--- src/rtl/memory_access_master_pkg.sv ---
// Shared constants for the MEM-stage data-memory master: FSM encodings and timeout default.
package memory_access_master_pkg;

    localparam int TIMEOUT_DEFAULT = 16;

    typedef enum logic [1:0] {
        IDLE   = 2'd0,
        ACCESS = 2'd1,
        DONE   = 2'd2
    } state_t;

    function automatic logic is_word_aligned(input logic [31:0] address);
        return address[1:0] == 2'b00;
    endfunction

endpackage

--- src/rtl/memory_access_master_if.sv ---
// CPU-side request/response and data-memory strobe/ready signals of the MEM-stage master.
interface memory_access_master_if;

    logic        cpu_read;
    logic        cpu_write;
    logic [31:0] cpu_address;
    logic [31:0] cpu_write_data;
    logic [31:0] cpu_read_data;
    logic        stall;
    logic [31:0] mem_address;
    logic        mem_read_enable;
    logic        mem_write_enable;
    logic [31:0] mem_write_data;
    logic [31:0] mem_read_data;
    logic        mem_ready;
    logic        error;

    modport master (
        input  cpu_read, cpu_write, cpu_address, cpu_write_data, mem_read_data, mem_ready,
        output cpu_read_data, stall, mem_address, mem_read_enable, mem_write_enable,
               mem_write_data, error
    );

    modport slave (
        output cpu_read, cpu_write, cpu_address, cpu_write_data, mem_read_data, mem_ready,
        input  cpu_read_data, stall, mem_address, mem_read_enable, mem_write_enable,
               mem_write_data, error
    );

endinterface

--- src/rtl/memory_access_master_access_timer.sv ---
// Saturating ACCESS-cycle counter; expired flags the TIMEOUT-th enabled cycle combinationally.
// Latency: count updates on posedge; clear has priority over enable.
module access_timer #(
    parameter int TIMEOUT = 16
) (
    input  logic clock,
    input  logic reset,
    input  logic clear,
    input  logic enable,
    output logic expired
);

    localparam int CNT_W = $clog2(TIMEOUT + 1);
    localparam logic [CNT_W-1:0] SAT  = CNT_W'(TIMEOUT);
    localparam logic [CNT_W-1:0] LAST = CNT_W'(TIMEOUT - 1);

    logic [CNT_W-1:0] count;

    always_ff @(posedge clock or negedge reset) begin
        if (!reset) begin
            count <= '0;
        end else if (clear) begin
            count <= '0;
        end else if (enable && count != SAT) begin
            count <= count + CNT_W'(1);
        end
    end

    // count holds the number of completed ACCESS cycles, so LAST means this one is the final allowed
    assign expired = enable && (count >= LAST);

endmodule

--- src/rtl/memory_access_master.sv ---
// MEM-stage data-memory master: registered strobes held until mem_ready, sticky error, TIMEOUT abort.
// Latency: request to DONE in 2 posedges minimum; stall freezes the pipeline while a request waits.
module memory_access_master
    import memory_access_master_pkg::*;
#(
    parameter int TIMEOUT = TIMEOUT_DEFAULT
) (
    input  logic                   clock,
    input  logic                   reset,
    memory_access_master_if.master bus
);

    state_t      state, state_nxt;
    logic [31:0] addr_q, addr_d;
    logic [31:0] wdata_q, wdata_d;
    logic [31:0] rdata_q, rdata_d;
    logic        rd_en_q, rd_en_d;
    logic        wr_en_q, wr_en_d;
    logic        error_q, error_d;
    logic        single_req, valid_req, bad_req;
    logic        timer_clear, timer_expired;

    assign single_req = bus.cpu_read ^ bus.cpu_write;
    assign valid_req  = single_req && is_word_aligned(bus.cpu_address) && !error_q;
    assign bad_req    = !error_q && (bus.cpu_read || bus.cpu_write) && !valid_req;

    access_timer #(.TIMEOUT(TIMEOUT)) u_timer (
        .clock   (clock),
        .reset   (reset),
        .clear   (timer_clear),
        .enable  (state == ACCESS),
        .expired (timer_expired)
    );

    always_ff @(posedge clock or negedge reset) begin
        if (!reset) state <= IDLE;
        else        state <= state_nxt;
    end

    always_comb begin
        state_nxt   = state;
        addr_d      = addr_q;
        wdata_d     = wdata_q;
        rdata_d     = rdata_q;
        rd_en_d     = rd_en_q;
        wr_en_d     = wr_en_q;
        error_d     = error_q;
        timer_clear = 1'b0;
        case (state)
            IDLE: begin
                if (valid_req) begin
                    addr_d      = bus.cpu_address;
                    wdata_d     = bus.cpu_write_data;
                    rd_en_d     = bus.cpu_read;
                    wr_en_d     = bus.cpu_write;
                    timer_clear = 1'b1;
                    state_nxt   = ACCESS;
                end else if (bad_req) begin
                    error_d = 1'b1;
                end
            end
            ACCESS: begin
                // A completion on the last allowed cycle still counts as a success
                if (bus.mem_ready) begin
                    rd_en_d   = 1'b0;
                    wr_en_d   = 1'b0;
                    if (rd_en_q) rdata_d = bus.mem_read_data;
                    state_nxt = DONE;
                end else if (timer_expired) begin
                    rd_en_d   = 1'b0;
                    wr_en_d   = 1'b0;
                    rdata_d   = '0;
                    error_d   = 1'b1;
                    state_nxt = DONE;
                end
            end
            DONE:    state_nxt = IDLE;
            default: state_nxt = IDLE;
        endcase
    end

    always_ff @(posedge clock or negedge reset) begin
        if (!reset) begin
            addr_q  <= '0;
            wdata_q <= '0;
            rdata_q <= '0;
            rd_en_q <= 1'b0;
            wr_en_q <= 1'b0;
            error_q <= 1'b0;
        end else begin
            addr_q  <= addr_d;
            wdata_q <= wdata_d;
            rdata_q <= rdata_d;
            rd_en_q <= rd_en_d;
            wr_en_q <= wr_en_d;
            error_q <= error_d;
        end
    end

    // Gated by reset so a held request cannot freeze the pipeline during reset
    assign bus.stall            = reset && ((state == IDLE && valid_req) || state == ACCESS);
    assign bus.mem_address      = addr_q;
    assign bus.mem_write_data   = wdata_q;
    assign bus.mem_read_enable  = rd_en_q;
    assign bus.mem_write_enable = wr_en_q;
    assign bus.cpu_read_data    = rdata_q;
    assign bus.error            = error_q;

endmodule

--- src/flat_wrapper.sv ---
// flat-port wrapper written by rule: the top's interface ports become plain ports
module memory_access_master_flat import memory_access_master_pkg::*;
#(
    parameter int TIMEOUT = TIMEOUT_DEFAULT
)
  (clock, reset, bus_cpu_read, bus_cpu_write, bus_cpu_address, bus_cpu_write_data, bus_mem_read_data, bus_mem_ready, bus_cpu_read_data, bus_stall, bus_mem_address, bus_mem_read_enable, bus_mem_write_enable, bus_mem_write_data, bus_error);
  memory_access_master_if bus_i ();
  input  logic clock;
  input  logic reset;
  input wire logic [$bits(bus_i.cpu_read)-1:0] bus_cpu_read;
  input wire logic [$bits(bus_i.cpu_write)-1:0] bus_cpu_write;
  input wire logic [$bits(bus_i.cpu_address)-1:0] bus_cpu_address;
  input wire logic [$bits(bus_i.cpu_write_data)-1:0] bus_cpu_write_data;
  input wire logic [$bits(bus_i.mem_read_data)-1:0] bus_mem_read_data;
  input wire logic [$bits(bus_i.mem_ready)-1:0] bus_mem_ready;
  output wire logic [$bits(bus_i.cpu_read_data)-1:0] bus_cpu_read_data;
  output wire logic [$bits(bus_i.stall)-1:0] bus_stall;
  output wire logic [$bits(bus_i.mem_address)-1:0] bus_mem_address;
  output wire logic [$bits(bus_i.mem_read_enable)-1:0] bus_mem_read_enable;
  output wire logic [$bits(bus_i.mem_write_enable)-1:0] bus_mem_write_enable;
  output wire logic [$bits(bus_i.mem_write_data)-1:0] bus_mem_write_data;
  output wire logic [$bits(bus_i.error)-1:0] bus_error;
  assign bus_i.cpu_read = bus_cpu_read;
  assign bus_i.cpu_write = bus_cpu_write;
  assign bus_i.cpu_address = bus_cpu_address;
  assign bus_i.cpu_write_data = bus_cpu_write_data;
  assign bus_i.mem_read_data = bus_mem_read_data;
  assign bus_i.mem_ready = bus_mem_ready;
  assign bus_cpu_read_data = bus_i.cpu_read_data;
  assign bus_stall = bus_i.stall;
  assign bus_mem_address = bus_i.mem_address;
  assign bus_mem_read_enable = bus_i.mem_read_enable;
  assign bus_mem_write_enable = bus_i.mem_write_enable;
  assign bus_mem_write_data = bus_i.mem_write_data;
  assign bus_error = bus_i.error;
  memory_access_master #(.TIMEOUT(TIMEOUT)) u_core (.clock(clock), .reset(reset), .bus(bus_i));
endmodule
--- config.mk ---
export PLATFORM = sky130hd
export DESIGN_NAME = memory_access_master_flat
export DESIGN_NICKNAME = d
export VERILOG_FILES = /design/src/rtl/memory_access_master_pkg.sv /design/src/rtl/memory_access_master_if.sv /design/src/rtl/memory_access_master_access_timer.sv /design/src/rtl/memory_access_master.sv /design/src/flat_wrapper.sv
export SDC_FILE = /design/constraint.sdc
export NUM_CORES = 1
export LEC_CHECK = 0
export ABC_AREA = 1
export BUFFER_PORTS_ARGS = -buffer_cell sky130_fd_sc_hd__buf_2
export CAP_MARGIN = 15
export CORE_UTILIZATION = 35
export DETAILED_ROUTE_END_ITERATION = 12
export MAX_ROUTING_LAYER = met4
export PLACE_DENSITY = 0.65
export SLEW_MARGIN = 20
export SYNTH_ARGS = -nofsm -noshare
export SYNTH_HDL_FRONTEND = slang
export SYNTH_SLANG_ARGS = --single-unit
--- constraint.sdc ---
create_clock -name clock -period 3.6 [get_ports clock]
set_input_delay 0.36 -clock clock [delete_from_list [all_inputs] [get_ports clock]]
set_output_delay 0.36 -clock clock [all_outputs]
set_load 0.1 [all_outputs]
* After elaboration in Yosys (flattened, before gate mapping)
Index checks and enable logic that the tools add are counted. Widths: inputs -> output; s select.
Word-level totals: register bits 106, output and inout port bits 100, logic and storage cells 64
Cells by class: add/sub/neg operators 1, $lt $le $gt $ge 1, equality and inequality tests 9, mux-type cells 22, bitwise gates (word level) 1, reductions and logical operators 22
Operators with widths (number):
- $mux 32 | 3
- $mux 1 | 10
- $mux 5 | 2
- $logic_and 1x1->1 | 8
- $ne 2x1->1 const B | 4
- $mux 2 | 3
- $pmux 1 s2 | 3
- $reduce_and 3->1 | 2
- $reduce_bool 2->1 | 3
- $add 5x1->5 const B | 1
- $ge 5x4->1 const B | 1
- $ne 5x5->1 const B | 1
- $reduce_and 5->1 | 1
- $logic_not 2->1 | 2
- $ne 2x2->1 const B | 2
- $pmux 2 s2 | 1
- $reduce_and 2->1 | 2
- $ne 3x2->1 const B | 1
- $eq 2x1->1 const B | 1
- $logic_not 1->1 | 2
- $logic_or 1x1->1 | 2
- $xor 1x1->1 | 1

* Longest topological paths before layout
depth after elaboration 8, gate-level depth with buffers 9

* Hierarchy
A second synthesis with hierarchy kept.
Unflattened totals: cells, all modules 492, area total of the unflattened synthesis 4301.6 µm²
By module, submodules not included:
- memory_access_master | instances 1, cells each 443, area each 3951.3 µm², seq. area each 2527.4 µm²
- access_timer | instances 1, cells each 49, area each 350.3 µm², seq. area each 125.1 µm²

* Worst setup path before layout
No wires, ideal clock.
kind flip-flop to output port, start register u_core.error_q (netlist: u_core.bus.error), end output bus_stall, arrival 3.201 ns, required time 3.240 ns, setup slack 0.039 ns, stages on the path, launching flop included 4, buffers on the path 0, cells stage by stage dfrtp_1 -> nor2_1 -> nand3_1 -> a21boi_0
On the way: longest elaborated chain between the ends 5
Ends and longest elaborated chain:
- from (decl) | line memory_access_master.sv:19 | logic error_q, error_d;
- from (signal assigned) | line memory_access_master.sv:96 | error_q <= error_d;
- $logic_not 1->1 | line memory_access_master.sv:24 | assign valid_req = single_req && is_word_aligned(bus.cpu_address) && !error_q;
- $logic_and 1x1->1 | line memory_access_master.sv:24
- $logic_and 1x1->1 | line memory_access_master.sv:101 | assign bus.stall = reset && ((state == IDLE && valid_req) || state == ACCESS);
- $logic_or 1x1->1 | line memory_access_master.sv:101
- $logic_and 1x1->1 | line memory_access_master.sv:101
- to (decl) | line flat_wrapper.sv:17 | output wire logic [$bits(bus_i.stall)-1:0] bus_stall;
No other way between the ends.

* Final worst setup path
start register u_core.u_timer.count[0], end register u_core.rdata_q[22] (netlist: u_core.bus.cpu_read_data[22])
On the way: longest elaborated chain between the ends 4
Ends and longest elaborated chain:
- from (decl) | line memory_access_master_access_timer.sv:17 | logic [CNT_W-1:0] count;
- from (signal assigned) | line memory_access_master_access_timer.sv:25 | count <= count + CNT_W'(1);
- $ge 5x4->1 | line memory_access_master_access_timer.sv:30 | assign expired = enable && (count >= LAST);
- $logic_and 1x1->1 | line memory_access_master_access_timer.sv:30
- $reduce_bool 2->1 (no source line)
- $reduce_and 3->1 (no source line)
- to (signal assigned) | line memory_access_master.sv:93 | rdata_q <= rdata_d;
- to (decl) | line memory_access_master.sv:16 | logic [31:0] rdata_q, rdata_d;
No other way between the ends. A chain may end at the register's enable or synchronous reset.

==> flow_metrics.env <==
export IMPL_outcome="completed"
export IMPL_yosys_area_top_type_share_pct=60.9
export IMPL_clkSlewWorstSetupHoldPaths_ns=0.07
export IMPL_grtUsageTotal_pct=18.4
export IMPL_worst_slack_ns=1.22
export IMPL_cts_setup_buffers=0
export IMPL_grt_pass1_vias=3775
export IMPL_ctsHoldBuffers=0
export IMPL_fmax_mhz=421
export IMPL_clock_skew_final_ns=0.00507
export IMPL_drv_slew=0
export IMPL_yosysWarnings=0
export IMPL_rsz0062_at_grt="no"
export IMPL_synthesis_nets=599
export IMPL_vias_per_cell=4.67
export IMPL_hold_slack_ns=0.109
export IMPL_cts_buffers=9
export IMPL_relSlewSlack_pct=30.4
export IMPL_port_buffers=200
export IMPL_nets=784
export IMPL_htree_levels=3
export IMPL_synth_seq_cells=106
export IMPL_yosys_area_top_type="dfrtp_1"
export IMPL_dr_pass1_iters=4
export IMPL_finalSetupViolCount=0
export IMPL_synthTopCellsByArea="dfrtp_1, nand2_1, nand4_1"
export IMPL_power_mw=2.29
export IMPL_slowest_stage="nand2_1"
export IMPL_path_cells="ha_1 -> and3_1 -> ha_1 -> nor2_1 -> nand2_1 -> nand2_1 -> nand3_1 -> nand2_1"
export IMPL_clk_latency_ns=0.35
export IMPL_yosysMostFrequentCell="nand2_1"
export IMPL_worst_pin_slew_ns=1.04
export IMPL_finalInstanceArea_um2=5750
export IMPL_dp_final_hpwl_mm=7.71
export IMPL_crit_path_start_kind="flip-flop"
export IMPL_coreArea_um2=12100
export IMPL_first_iter_violations=352
export IMPL_grt_pass1_wl_mm=18.1
export IMPL_period_share_pct=66.0
export IMPL_hold_viol_final=0
export IMPL_max_cap_violations=0
export IMPL_p_leak_nw=3.63
export IMPL_critPathMaxFanout=32
export IMPL_cp_common_cell="nand2_1"
export IMPL_worst_setup_path_end_kind="flip-flop"
export IMPL_final_antenna_net_count=0
export IMPL_area_growth_pct=31.8
export IMPL_antenna_found_initial=0
export IMPL_ir_drop_uv=212
export IMPL_synth_common_cells="nand2_1, dfrtp_1, nand3_1, nand4_1, clkbuf_1"
export IMPL_routed_via_count=3976
export IMPL_finalNonFillerCells=852
export IMPL_dpl_cell_area_um2=5450
export IMPL_post_cts_resized=0
export IMPL_grt_max_degree=70
export IMPL_ys_types=20
export IMPL_clock_sinks=106
export IMPL_post_route_drc_count=0
export IMPL_dp_cells=836
export IMPL_routed_wl_mm=11.4
export IMPL_finish_utilization_pct=47.6
export IMPL_dp_slack_ns=1.23
export IMPL_die_h_um=114
export IMPL_die_area_um2=12900
export IMPL_diodes=0
export IMPL_tns_ns=0
export IMPL_rows=40
export IMPL_io_pins=201
export IMPL_synthFlopType="dfrtp_1"
export IMPL_p_per_area_nw_per_um2=398
export IMPL_synth_area_per_cell_um2=8.82
export IMPL_die_w_um=114
export IMPL_cp_arrival_ns=2.66
export IMPL_initial_core_util_pct=36.1
export IMPL_ys_seq_area_share_pct=60.9
export IMPL_post_route_min_period_ns=2.38
export IMPL_required_ns=3.88
export IMPL_fill_cells=1167
export IMPL_root_buffer="clkbuf_16"
export IMPL_drive_above_1_share_pct=32.6
export IMPL_netlist_area_um2=4360
export IMPL_synthArstFlopShare_pct=100
export IMPL_cts_tree="built"
export IMPL_synth_edf_count=0
export IMPL_place_gp_congestion=0.776
export IMPL_cts_max_path_buffers=2
export IMPL_overflow=0
export IMPL_max_stage_delay_ns=0.75
export IMPL_wire_per_inst_um=13.4
export IMPL_syn_inst=494
export IMPL_worstSetupPathType="reg2reg"
export IMPL_min_path_type="in2async"
[worst max-delay path, delay by kind of cell, from the launching register on]
family	cells	cell delay (ns)
adder cells (fa/ha/maj)	2	0.42
flip-flops	1	0.43
AND/OR/NAND/NOR	6	1.45
[cell usage in the layout, fill, tap and decap left out]
cell,n
nor3b_2,1
and3_1,1
buf_4,6
xor2_1,1
clkinv_2,1
buf_2,199
nand2_1,242
bufinv_16,1
inv_2,2
or2_2,1
clkbuf_1,3
inv_1,14
o21bai_1,1
clkbuf_16,9
a21boi_0,1
ha_1,4
nand3_2,1
nand3_1,40
nor2_1,13
nand4_1,33
clkbuf_8,2
dfrtp_1,106
o21ai_0,2
[path summary, 6_finish.rpt]
path / from / to / slack [ns] / depth (start not counted)
max in group asynchronous: reset / u_core.bus.cpu_read_data[30] / 2.31 / 3
min in group clock: bus_cpu_address[13] / u_core.bus.mem_address[13] / 0.20 / 3
worst min-delay path: reset / u_core.bus.mem_address[0] / 0.11 / 2
worst max register to register: u_core.u_timer.count[0] / u_core.bus.cpu_read_data[22] / 1.22 / 8
worst min register to register: u_core.bus.mem_write_data[13] / u_core.bus.mem_write_data[13] / 0.48 / 2
worst max-delay path: u_core.u_timer.count[0] / u_core.bus.cpu_read_data[22] / 1.22 / 8
[cells by family after synthesis]
logic type / synth area share (%)
flops: 60.9
simple gates: 32.1
fa+ha+maj: 1.15
compound gates: 0.574
buf+inv: 5.11
xor+xnor: 0.201
[registers in the layout (all words and copies together), names as in the netlist]
name	cells
u_core.bus.mem_read_enable	1
u_core.bus.cpu_read_data	32
u_core.state	2
u_core.bus.mem_write_enable	1
u_core.u_timer.count	5
u_core.bus.error	1
u_core.bus.mem_address	32
u_core.bus.mem_write_data	32
[layer usage]
metal,up-vias,routed length [um],track usage [%]
li1,1934,-,-
met1,1862,4970,23.1
met2,166,5330,28.4
met3,14,884,4.41
met4,0,210,8.25
met5,-,0,-
[layout make-up]
type / count / area, um2 / area share [%]
clock buffer: 14 / 264 / 4.59
sequential: 106 / 2650 / 46.2
tap: 168 / 210 / 3.66
clock inverter: 2 / 35.0 / 0.610
inverter: 16 / 60.1 / 1.05
multi-input combinational: 341 / 1480 / 25.8
timing repair buffer: 205 / 1040 / 18.1
[power by group]
| group | internal, mW | switching [mW] | leakage (nW) |
|---|---|---|---|
| Sequential | 1.19 | 0 | 1.46 |
| Combinational | 0.0418 | 0.0487 | 2.02 |
| Clock | 0.578 | 0.427 | 0.147 |
Power figures use the tool's default switching activity.
